**config.mk**
```make
export PLATFORM = sky130hd
export DESIGN_NAME = topk_frame_sort
export DESIGN_NICKNAME = d
export VERILOG_FILES = /design/src/rtl/topk_frame_sort.sv
export SDC_FILE = /design/constraint.sdc
export NUM_CORES = 1
export LEC_CHECK = 0
export BUFFER_PORTS_ARGS = -buffer_cell sky130_fd_sc_hd__buf_4
export CAP_MARGIN = 20
export CORE_ASPECT_RATIO = 1.2
export CORE_MARGIN = 8
export CORE_UTILIZATION = 30
export CTS_CLUSTER_DIAMETER = 200
export CTS_CLUSTER_SIZE = 16
export DETAILED_ROUTE_END_ITERATION = 7
export PLACE_DENSITY_LB_ADDON = 0.2
export SETUP_SLACK_MARGIN = 0.2
export SYNTH_ARGS = -nofsm -noshare
export SYNTH_HDL_FRONTEND = slang
export SYNTH_SLANG_ARGS = --single-unit
```
**constraint.sdc**
```tcl
create_clock -name clk -period 27.5 [get_ports clk]
set_clock_uncertainty 0.05 [all_clocks]
set_input_delay 2.75 -clock clk [delete_from_list [all_inputs] [get_ports clk]]
set_output_delay 2.75 -clock clk [all_outputs]
set_load 0.1 [all_outputs]
```
**src/rtl/topk_frame_sort.sv**
```systemverilog
// topk_frame_sort: keeps the K largest samples of a frame in a sorted list, then dumps the list.
// Define TOPK_MIN_MODE_EN to keep the K smallest samples instead, dumped smallest first.
`default_nettype none

module topk_frame_sort #(
  parameter int W  = 12,
  parameter int K  = 16,
  parameter int CW = $clog2(K)
) (
  input  logic              clk,
  input  logic              rst_n,
  input  logic              DataEn,
  input  logic [W-1:0]      DataIn,
  input  logic              FrameStart,
  input  logic              FrameEnd,
  output logic              DataRdy,
  output logic              OutVld,
  input  logic              OutRdy,
  output logic [W-1:0]      OutData,
  output logic              OutLast,
  output logic              SumVld,
  output logic [W+CW:0]     DataSumOut,
  output logic [CW:0]       CntOut
);

  localparam int SW = W + CW + 1;

  typedef enum logic [0:0] {ACC = 1'b0, DUMP = 1'b1} state_t;

  state_t          state_q;
  logic [W-1:0]    list_q [K];
  logic [W-1:0]    list_d [K];
  logic [W-1:0]    base   [K];
  logic [CW:0]     cnt_q, cnt_d, base_cnt;
  logic [SW-1:0]   sum_q, sum_d, base_sum;
  logic [CW-1:0]   idx_q;
  logic [CW-1:0]   idx_nxt;
  logic            DataRdy_q, OutVld_q, OutLast_q, SumVld_q;
  logic [W-1:0]    OutData_q;
  logic [SW-1:0]   DataSumOut_q;
  logic [CW:0]     CntOut_q;
  logic            full;
  logic [W-1:0]    last;
  int              p;

  // True when an already-stored value stays ahead of a newly arriving one.
  function automatic logic ranks_ahead(input logic [W-1:0] stored, input logic [W-1:0] incoming);
`ifdef TOPK_MIN_MODE_EN
    return stored <= incoming;
`else
    return stored >= incoming;
`endif
  endfunction

  always_comb begin
    base     = list_q;
    base_cnt = cnt_q;
    base_sum = sum_q;
    if (FrameStart) begin
      base_cnt = '0;
      base_sum = '0;
    end
    p = 0;
    for (int i = 0; i < K; i++) begin
      if (i < int'(base_cnt) && ranks_ahead(base[i], DataIn)) p = p + 1;
    end
    full   = (int'(base_cnt) == K);
    last   = base[K-1];
    list_d = base;
    cnt_d  = base_cnt;
    sum_d  = base_sum;
    // A full list only admits a sample that strictly beats its tail entry.
    if (DataEn && (!full || !ranks_ahead(last, DataIn))) begin
      for (int i = 1; i < K; i++) begin
        if (i > p) list_d[i] = base[i-1];
      end
      for (int i = 0; i < K; i++) begin
        if (i == p) list_d[i] = DataIn;
      end
      if (full) begin
        sum_d = base_sum + SW'(DataIn) - SW'(last);
      end else begin
        cnt_d = base_cnt + 1'b1;
        sum_d = base_sum + SW'(DataIn);
      end
    end
  end

  assign idx_nxt = idx_q + 1'b1;

  always_ff @(posedge clk or negedge rst_n) begin
    if (!rst_n) begin
      state_q      <= ACC;
      for (int i = 0; i < K; i++) list_q[i] <= '0;
      cnt_q        <= '0;
      sum_q        <= '0;
      idx_q        <= '0;
      DataRdy_q    <= 1'b1;
      OutVld_q     <= 1'b0;
      OutLast_q    <= 1'b0;
      OutData_q    <= '0;
      SumVld_q     <= 1'b0;
      DataSumOut_q <= '0;
      CntOut_q     <= '0;
    end else begin
      SumVld_q <= 1'b0;
      case (state_q)
        ACC: begin
          list_q <= list_d;
          cnt_q  <= cnt_d;
          sum_q  <= sum_d;
          if (FrameEnd) begin
            SumVld_q     <= 1'b1;
            DataSumOut_q <= sum_d;
            CntOut_q     <= cnt_d;
            if (cnt_d != '0) begin
              state_q   <= DUMP;
              DataRdy_q <= 1'b0;
              OutVld_q  <= 1'b1;
              OutData_q <= list_d[0];
              OutLast_q <= (cnt_d == (CW+1)'(1));
              idx_q     <= '0;
            end
          end
        end
        DUMP: begin
          if (OutVld_q && OutRdy) begin
            if (OutLast_q) begin
              state_q   <= ACC;
              DataRdy_q <= 1'b1;
              OutVld_q  <= 1'b0;
              OutLast_q <= 1'b0;
              OutData_q <= '0;
              cnt_q     <= '0;
              sum_q     <= '0;
              idx_q     <= '0;
            end else begin
              idx_q     <= idx_nxt;
              OutData_q <= list_q[idx_nxt];
              OutLast_q <= ({1'b0, idx_nxt} == cnt_q - 1'b1);
            end
          end
        end
        default: state_q <= ACC;
      endcase
    end
  end

  assign DataRdy    = DataRdy_q;
  assign OutVld     = OutVld_q;
  assign OutData    = OutData_q;
  assign OutLast    = OutLast_q;
  assign SumVld     = SumVld_q;
  assign DataSumOut = DataSumOut_q;
  assign CntOut     = CntOut_q;

endmodule

`default_nettype wire

```
# [Word level (Yosys, flattened, before mapping)]
# Index checks and enable logic that the tools add are counted.
[totals] register_bits=257 output_inout_bits=38 elab_cells=271 inputBits=18
[classes] n_bitwise=2 eq_ne=22 mux=95 n_reduce_logical=57 order_cmp=48 addsub=20
[op_table] cell="$add A32 B2 Y32 const B" n=15
[op_table] cell="$mux W32" n=15
[op_table] cell="$mux W12" n=37
[op_table] cell="$eq A5 B32 Y1 const A" n=8
[op_table] cell="$gt A5 B32 Y1 const A" n=8
[op_table] cell="$ge A12 B12 Y1" n=16
[op_table] cell="$mux W192" n=1
[op_table] cell="$eq A4 B32 Y1 const A" n=4
[op_table] cell="$gt A4 B32 Y1 const A" n=4
[op_table] cell="$mux W17" n=5
[op_table] cell="$eq A3 B32 Y1 const A" n=2
[op_table] cell="$gt A3 B32 Y1 const A" n=2
[op_table] cell="$bmux W12 S4" n=1
[op_table] cell="$reduce_and A3 Y1" n=16
[op_table] cell="$lt A4 B5 Y1 const A" n=8
[op_table] cell="$pmux W17 S2" n=1
[op_table] cell="$eq A2 B32 Y1 const A" n=1
[op_table] cell="$gt A2 B32 Y1 const A" n=1
[op_table] cell="$logic_not A32 Y1" n=1
[op_table] cell="$reduce_bool A2 Y1" n=15
[op_table] cell="$mux W5" n=5
[op_table] cell="$pmux W12 S2" n=1
[op_table] cell="$lt A3 B5 Y1 const A" n=4
[op_table] cell="$mux W1" n=19
[op_table] cell="other kinds (25)" n=54

# [Longest topological paths before layout]
# Gate-level depths: netlist of the first run.
[logic_depth] word_depth=41 depth_mapped=58

# [Least setup slack after synthesis of the first run]
# No wires, ideal clock.
[synth_timing] kind="input -> register" startpoint="input port DataIn[9]" endpoint="register list_q, in the netlist base[171]" setup_ns=0.128 slack_ns=13.333 stages=57 arrival_ns=13.989 n_path_buf=2 path_cell_list="clkbuf_1 inv_1 ha_1 a21o_1 a21o_1 a21o_1 a211oi_1 a211oi_1 ha_1 inv_1 or2_2 o2111ai_1 nand2_1 ha_1 a21o_1 ha_1 o22ai_1 inv_1 [... 21 more ...] ha_1 nor2b_1 a21oi_1 ha_1 mux2_2 ha_1 mux2_2 ha_1 nand3_1 nor3b_1 nand2_1 mux2i_1 mux2i_1 or4_4 a21oi_2 buf_4 mux2_2 mux2_1"
[synth_between] elab_chain_len=36 elab_cells_between_ends=71 cone_classes="add/sub: 15; order compare: 17; eq/ne: 1; mux: 17; reduce/logical: 21"
[synth_lines] item="start: declaration" line_no="13" source="input logic [W-1:0] DataIn,"
[synth_lines] item="$ge A12 B12 Y1" line_no="51" source="return stored >= incoming;"
[synth_lines] item="$logic_and A1 B1 Y1" line_no="65" source="if (i < int'(base_cnt) && ranks_ahead(base[i], DataIn)) p = p + 1;"
[synth_lines] item="$mux W1" line_no="65"
[synth_lines] item="$add A32 B2 Y32" line_no="65"
[synth_lines] item="$mux W32" line_no="65"
[synth_lines] item="$add A32 B2 Y32" line_no="65"
[synth_lines] item="$mux W32" line_no="65"
[synth_lines] item="$add A32 B2 Y32" line_no="65"
[synth_lines] item="[... 20 more ...]"
[synth_lines] item="$mux W32" line_no="65"
[synth_lines] item="$add A32 B2 Y32" line_no="65"
[synth_lines] item="$mux W32" line_no="65"
[synth_lines] item="$add A32 B2 Y32" line_no="65"
[synth_lines] item="$mux W32" line_no="65"
[synth_lines] item="$gt A2 B32 Y1 or $eq A2 B32 Y1 (tied branches)" line_no="75, 78"
[synth_lines] item="$reduce_bool A2 Y1 (no source line)"
[synth_lines] item="$reduce_and A3 Y1 (no source line)"
[synth_lines] item="end signal: assignment" line_no="109" source="list_q <= list_d;"
[synth_lines] item="end: declaration" line_no="31" source="logic [W-1:0] list_q [K];"
# Parallel ways exist; a longest one is shown, timed or not.
# A chain may end at the register's enable or synchronous reset.

# [Worst setup path in the final report of the first run]
[layout_timing] startpoint="input port DataIn[11]" endpoint="register list_q, in the netlist base[35]"
[layout_between] elab_chain_len=36 elab_cells_between_ends=71 cone_classes="add/sub: 15; order compare: 17; eq/ne: 1; mux: 17; reduce/logical: 21"
[layout_lines] item="$ge A12 B12 Y1" line_no="51"
[layout_lines] item="$logic_and A1 B1 Y1" line_no="65"
[layout_lines] item="$mux W1" line_no="65"
[layout_lines] item="$add A32 B2 Y32" line_no="65"
[layout_lines] item="$mux W32" line_no="65"
[layout_lines] item="$add A32 B2 Y32" line_no="65"
[layout_lines] item="$mux W32" line_no="65"
[layout_lines] item="$add A32 B2 Y32" line_no="65"
[layout_lines] item="[... 20 more ...]"
[layout_lines] item="$mux W32" line_no="65"
[layout_lines] item="$add A32 B2 Y32" line_no="65"
[layout_lines] item="$mux W32" line_no="65"
[layout_lines] item="$add A32 B2 Y32" line_no="65"
[layout_lines] item="$mux W32" line_no="65"
[layout_lines] item="$gt A5 B32 Y1 or $eq A5 B32 Y1 (tied branches)" line_no="75, 78"
[layout_lines] item="$reduce_bool A2 Y1 (no source line)"
[layout_lines] item="$reduce_and A3 Y1 (no source line)"
# Parallel ways exist; a longest one is shown, timed or not.

==> impl_metrics.py, run 1 <==
metrics = {
    "drt": {
        "postRouteAntennaNets": 0,
        "avgRoutedWirePerCell_um": 25.20,
        "via_per_inst": 5.908,
        "routed-wl-met2_um": 40540,
        "drc_errors": 0,
        "dr_wl_met3_um": 5330,
        "route.vias.total": 19805,
        "wl_um": 84460,
        "drtPass1Iterations": 5,
        "top_layer": "met4",
        "drt_iter0_drc": 1629,
        "met1_length_um": 34380,
    },
    "clock_network": {
        "clk_latency_ns": 0.58,
        "clk_path_buf_depth": 3,
        "htree_levels": 1,
        "cts_tree": "done",
        "cts_sinks": 257,
        "root_buffer": "clkbuf_16",
        "cts-resized-gates": 0,
        "numCtsBuffers": 20,
        "cts-hold-fix-buffers": 0,
        "post_cts_buffers": 0,
        "clkTransAtPathRegs_ns": 0.08,
    },
    "floorplan": {
        "start_util_pct": 30.25,
        "dieArea_mm2": 0.08328,
        "core_region_area_mm2": 0.07365,
        "rows": 109,
        "fp.dieW_um": 264.8,
        "die_h_um": 314.5,
        "io_pins": 56,
    },
    "worst_setup_path": {
        "endpoint_kind": "flop",
        "worstSetupEndpoint": "base[35]",
        "arrival_ns": 16.17,
        "crit_type": "in2reg",
        "crit_path_max_fanout": 52,
        "slowest_stage": "buf_4",
        "critPathMaxStageDelay_ns": 0.59,
        "crit_start": "DataIn[11]",
        "critPathRequiredTime_ns": 27.88,
        "r2r-end": "base[35]",
        "ff2ff_path_depth": 55,
        "reg2reg_from": "cnt_q[3]",
        "regToRegSetupSlack_ns": 13.79,
        "startpoint_type": "primary input",
        "critPathMostFrequentCell": "ha_1",
    },
    "place": {
        "dp_slack_ns": 11.24,
        "dp_hpwl_um": 61700,
        "io_buffers": 55,
        "globalplace.congestion": 0.8806,
    },
    "sta": {
        "finalCriticalPeriod_ns": 15.79,
        "fin_crit_sh_pct": 57.42,
        "worst_slew_pin_slew_ns": 1.219,
        "layout_setup_ws_ns": 11.71,
        "setup_viol": 0,
        "fmax_mhz": 63.33,
        "hold_viol_final": 0,
        "tns_ns": 0,
        "slew_headroom_pct": 18.45,
        "drv_slew": 0,
        "grt_setup_unrepaired": "false",
    },
    "cells_and_area": {
        "final_nets": 2653,
        "fillerInstances": 7505,
        "multiInputGateArea_mm2": 0.01494,
        "seq_area_mm2": 0.006434,
        "drive_gt1_share_pct": 13.49,
        "syn2layout_area_growth_pct": 9.080,
        "diodes": 0,
    },
    "yosys": {
        "ys_seq_elements": 257,
        "synth_async_sr_flop_share_pct": 100.0,
        "yosysWarnings": 0,
        "synth.yosys.seq_area_share_pct": 28.87,
        "avgSynthCellArea_um2": 9.196,
        "synth-edff-count": 0,
        "synthesis.instances": 2423,
        "ys_types": 104,
        "ys.flop_type": "dfrtp_1",
        "syn_nets": 2677,
        "synth_area_mm2": 0.02228,
    },
    "power_and_ir_drop": {
        "ir_worst_vdd_v": 0.00003828,
        "p_leak_uw": 0.01072,
        "powerDensity_mw_per_mm2": 34.41,
    },
    "worst_hold_path": {
        "hold_path_class": "reg2reg",
    },
    "grt": {
        "grt_pass1_vias": 19665,
        "antenna_found_initial": 0,
        "grt_max_degree": 92,
        "grt_pass1_wl_um": 128100,
        "globalRouteOverflowTotal": 0,
        "grt_use_total_pct": 19.79,
    },
    "job": {
        "max-cap-violations": 0,
    },
    "run_status": {
        "status": "complete, no violations",
    },
}
-- cell usage after synthesis, types with 11 or more instances --
cell / number / area share, %
dfrtp_1: 256 / 29
ha_1: 234 / 13
o21ai_0: 223 / 5.0
a21oi_1: 212 / 4.8
nand2_1: 190 / 3.2
nor2_1: 149 / 2.5
clkbuf_1: 110 / 1.9
nor3_1: 89 / 2.0
inv_1: 83 / 1.4
nand3_1: 74 / 1.7
a2bb2oi_1: 60 / 2.4
mux4_2: 60 / 6.1
mux2_2: 51 / 2.6
a31oi_1: 49 / 1.4
mux2i_1: 46 / 2.1
a21o_1: 43 / 1.4
mux2_1: 37 / 1.9
xnor2_1: 35 / 1.4
nor2b_1: 26 / 0.73
nand2b_1: 22 / 0.62
buf_2: 21 / 0.47
o21a_1: 20 / 0.67
xor2_1: 19 / 0.75
nand4_1: 16 / 0.45
o211ai_1: 16 / 0.54
or3_1: 16 / 0.45
o31ai_1: 15 / 0.51
a41oi_1: 14 / 0.55
buf_1: 14 / 0.24
a211oi_1: 12 / 0.40
and2_1: 11 / 0.31
o21bai_1: 11 / 0.37
-- cells in the final DEF (no fill, tap or decap), types with 16 or more instances in the layout --
| master | Yosys | final |
|---|---|---|
| nand3_1 | 74 | 73 |
| mux2_1 | 37 | 37 |
| mux2_2 | 51 | 51 |
| clkbuf_16 | 0 | 20 |
| dfrtp_1 | 256 | 255 |
| o21a_1 | 20 | 20 |
| mux2i_1 | 46 | 46 |
| ha_1 | 234 | 233 |
| o211ai_1 | 16 | 16 |
| nor2b_1 | 26 | 26 |
| or3_1 | 16 | 16 |
| nand2_1 | 190 | 190 |
| a21oi_1 | 212 | 211 |
| xor2_1 | 19 | 16 |
| xnor2_1 | 35 | 35 |
| nor2_1 | 149 | 148 |
| nand4_1 | 16 | 16 |
| buf_4 | 7 | 104 |
| inv_1 | 83 | 83 |
| a21o_1 | 43 | 43 |
| a2bb2oi_1 | 60 | 60 |
| mux4_2 | 60 | 60 |
| a31oi_1 | 49 | 48 |
| o21ai_0 | 223 | 223 |
| nand2b_1 | 22 | 22 |
| nor3_1 | 89 | 89 |
-- cell families after synthesis --
kind of cell,share of synthesized area (%)
compound gates,21.21
xor+xnor,4.442
fa+ha+maj,13.32
buf+inv,4.414
flops,28.87
mux,13.35
simple gates,14.40
-- registers in the layout, summed over array words and instances, names as in the netlist --
signal and cells:
last 12, OutLast 1, DataSumOut 17, idx_q 4, OutVld 1, DataRdy 1, state_q 1, cnt_q 5
SumVld 1, OutData 12, base 180, CntOut 5, sum_q 17
-- per-layer routing --
layer | GRT usage (%) | up-vias
met5 | 0 | -
met4 | 8.869 | 0
met3 | 2.320 | 173
met2 | 33.62 | 779
met1 | 25.09 | 9870
li1 | - | 8983
-- cell type report --
cell class / instances / share of cell area, %
multi-input combinational: 1926 / 61.49
sequential: 257 / 26.47
tap: 943 / 4.855
timing repair buffer: 110 / 3.542
clock buffer: 30 / 2.214
inverter: 84 / 1.297
clock inverter: 2 / 0.1338
-- worst min path at each step --
stage / start / endpoint / slack [ns] / cells past startpoint
final: DataSumOut[16] / DataSumOut[16] / 0.43 / 2
after global routing: sum_q[8] / sum_q[8] / 0.46 / 2
after CTS: sum_q[8] / sum_q[8] / 0.44 / 2
after floorplan: sum_q[11] / sum_q[11] / 0.39 / 2
after global placement: sum_q[6] / sum_q[6] / 0.41 / 2
after detailed placement: sum_q[8] / sum_q[8] / 0.42 / 2
-- per-stage QoR --
step	cell area (um2)	power (uW)	std cells	utilization [%]	hold WS (ns)
2_1_floorplan	22280	490.6	2423	-	0.3922
3_3_place_gp	23670	543.1	3315	32.14	0.4058
3_5_place_dp	23700	546.4	3318	32.17	0.4196
4_1_cts	24270	844.3	3350	32.95	0.4399
5_1_grt	24300	875.0	3352	33.00	0.4597
6_report	24300	836.3	3352	33.00	0.4290
-- power by group --
part | switching, uW | total, uW | internal, uW
combinational | 84.9 | 136 | 51.4
sequential | 15.7 | 404 | 388
clock | 159 | 296 | 137
-- worst max-delay path, delay by kind of cell --
kind | cells | cell delay, ns
compound gates | 14 | 2.97
fa+ha+maj | 14 | 4.10
buf+inv | 11 | 2.05
mux | 7 | 1.54
simple gates | 14 | 2.68
(Power assumes the default switching activity.)
==> inputs of run 2 (changes only) <==
ABC_AREA = 1   (was unset)
clock period = 16.2 ns   (was 27.5 ns; I/O delays follow)
==> run 2 against run 1 <==
Against the previous run: register-to-register slack lost 9.9 ns; die area shrank 4.3%; flip-flop and latch count is the same; area after synthesis shrank 4.6%; final cell count grew 19%; synthesized cell count grew 26%; critical path depth grew 3; sequential share of layout area grew 1.4 points; clock power grew 70%; setup slack lost 9.3 ns; non-clock buffer count shrank 20; critical path type unchanged; highest routed layer unchanged.
==> impl_metrics.py, run 2 <==
metrics = {
    "yosys": {
        "synth_most_common_cell": "nand2_1",
        "synth_common_cells": "nand2_1, o21ai_0, inv_1, dfrtp_1, ha_1",
        "synth_area_leaders": "dfrtp_1, ha_1, nand2_1, o21ai_0, inv_1",
        "synth-edff-count": 0,
        "ys_seq_elements": 257,
        "synth.yosys.seq_area_share_pct": 30.25,
        "synth_async_sr_flop_share_pct": 100.0,
        "ys_types": 54,
        "yosysWarnings": 0,
        "netlist.area_leader.share_pct": 30.12,
        "synth_top_area_cell": "dfrtp_1",
        "avgSynthCellArea_um2": 6.943,
        "syn_nets": 3317,
        "synthesis.instances": 3063,
        "synth_area_mm2": 0.02127,
        "ys.flop_type": "dfrtp_1",
    },
    "cells_and_area": {
        "final_nets": 3301,
        "diodes": 0,
        "final_common_cell": "nand2_1",
        "final_cell_mix": "nand2_1, o21ai_0, inv_1",
        "syn2layout_area_growth_pct": 8.749,
        "final_area_mm2": 0.02313,
        "drive_gt1_share_pct": 7.038,
        "largest_register_ffs": 180,
        "layout.cells.non_filler": 3981,
    },
    "clock_network": {
        "post_cts_buffers": 0,
        "cts_sinks": 257,
        "clk_latency_ns": 0.58,
        "clkTransAtPathRegs_ns": 0.08,
        "cts-resized-gates": 0,
        "numCtsBuffers": 20,
        "cts_tree": "done",
        "cts-hold-fix-buffers": 0,
        "root_buffer": "clkbuf_16",
        "clk_path_buf_depth": 3,
        "htree_levels": 1,
    },
    "power_and_ir_drop": {
        "ir_worst_vdd_v": 0.0002228,
        "powerDensity_mw_per_mm2": 183.2,
        "p_leak_uw": 0.01161,
        "p_total_uw": 4236,
    },
    "place": {
        "io_buffers": 55,
        "dp_cells": 3951,
        "globalplace.congestion": 0.8796,
        "place_area_mm2": 0.02256,
        "dp_hpwl_um": 57010,
    },
    "worst_setup_path": {
        "arrival_ns": 14.22,
        "critPathMaxStageDelay_ns": 0.77,
        "startpoint_type": "primary input",
        "slowest_stage": "nor2_1",
        "crit_type": "in2reg",
        "critPathMostFrequentCell": "nand2_1",
        "crit_path_max_fanout": 14,
        "endpoint_kind": "flop",
        "critPathRequiredTime_ns": 16.65,
    },
    "drt": {
        "wl_um": 77120,
        "via_per_inst": 5.076,
        "drc_errors": 0,
        "postRouteAntennaNets": 0,
        "avgRoutedWirePerCell_um": 19.37,
        "drtPass1Iterations": 6,
        "route.vias.total": 20207,
        "drt_iter0_drc": 1167,
    },
    "grt": {
        "grt_use_total_pct": 19.07,
        "antenna_found_initial": 1,
        "grt_pass1_wl_um": 119700,
        "grt_pass1_vias": 19579,
        "grt_max_degree": 92,
        "globalRouteOverflowTotal": 0,
    },
    "worst_hold_path": {
        "hold_path_class": "reg2reg",
    },
    "floorplan": {
        "rows": 107,
        "die_h_um": 307.7,
        "io_pins": 56,
        "core_region_area_mm2": 0.07055,
        "dieArea_mm2": 0.07970,
        "start_util_pct": 30.14,
        "fp.dieW_um": 259.1,
    },
    "sta": {
        "slew_headroom_pct": 27.66,
        "hold_viol_final": 0,
        "grt_setup_unrepaired": "false",
        "finalCriticalPeriod_ns": 13.77,
        "tns_ns": 0,
        "whs_ns": 0.4404,
        "fin_crit_sh_pct": 85.02,
        "setup_viol": 0,
        "worst_slew_pin_slew_ns": 1.082,
        "drv_slew": 0,
        "fmax_mhz": 72.60,
    },
    "job": {
        "max-cap-violations": 0,
    },
    "run_status": {
        "status": "complete, no violations",
    },
}
==> run 2: changes by cell type in the layout (fill, tap and decap cells not counted), sizes merged, moves of 39 or more <==
cell,change
mux2i,-48
xnor2,-39
a2bb2oi,-60
o21ai,+262
mux4,-60
mux2,-97
nor2,+62
a31oi,-46
nand3,+109
nor3,-83
inv,+239
nand2,+596
==> run 2: cells by family (layout without fill, tap and decap cells) <==
group | count (synthesis) | count (layout) | share of synthesized area (%)
flip-flops | 257 | 257 | 30.25
AO/OA/AOI/OAI | 812 | 812 | 20.47
buffers and inverters | 464 | 456 | 8.578
adder cells (fa/ha/maj) | 236 | 236 | 13.96
AND/OR/NAND/NOR | 1265 | 1265 | 25.55
XOR/XNOR | 29 | 29 | 1.194
==> run 2: final cells by class <==
cell class	instances	area [um2]
Clock buffer	28	530.5
Clock inverter	2	32.53
Fill cell	7669	47430
Inverter	336	1261
Multi-Input combinational cell	2342	13030
Sequential cell	257	6436
Tap cell	926	1159
Timing Repair Buffer	90	683.2
==> run 2: final timing paths <==
check	from	cells after the start	slack, ns	to
setup / recovery	DataIn[6]	63	2.43	OutData[6]
hold / removal	DataSumOut[13]	2	0.44	DataSumOut[13]
setup reg to reg	base[179]	61	3.89	OutData[6]
hold reg to reg	DataSumOut[13]	2	0.44	DataSumOut[13]
max in group asynchronous	rst_n	3	13.02	base[73]
min in group asynchronous	rst_n	1	0.97	base[164]
==> run 2: per-layer routing <==
| metal | global-route usage [%] | wire length (um) | up-vias |
|---|---|---|---|
| met2 | 32.77 | 36740 | 458 |
| met5 | 0 | 0 | - |
| met3 | 2.049 | 3477 | 91 |
| met1 | 24.91 | 34460 | 9432 |
| met4 | 5.851 | 2439 | 0 |
| li1 | - | - | 10226 |
==> run 2: metrics by stage <==
stage | setup slack, ns | utilization (%)
after floorplan | 4.343 | -
after global placement | 2.078 | 31.98
after detailed placement | 1.946 | 31.98
after CTS | 2.508 | 32.78
after global routing | 1.555 | 32.78
final | 2.426 | 32.78
==> run 2: power by group <==
group          leakage, uW  switching [uW]  internal, uW
combinational      0.00807            1770           779
sequential         0.00327             264           918
clock             0.000270             271           232
total               0.0116            2310          1930
==> run 2: worst max-delay path: cells and delay by family <==
family                     cells  cell delay (ns)
and+or+nand+nor               35             5.77
adders and majority gates     14             4.33
buffers and inverters         10             1.58
AOI/OAI and AO/OA              4             0.89
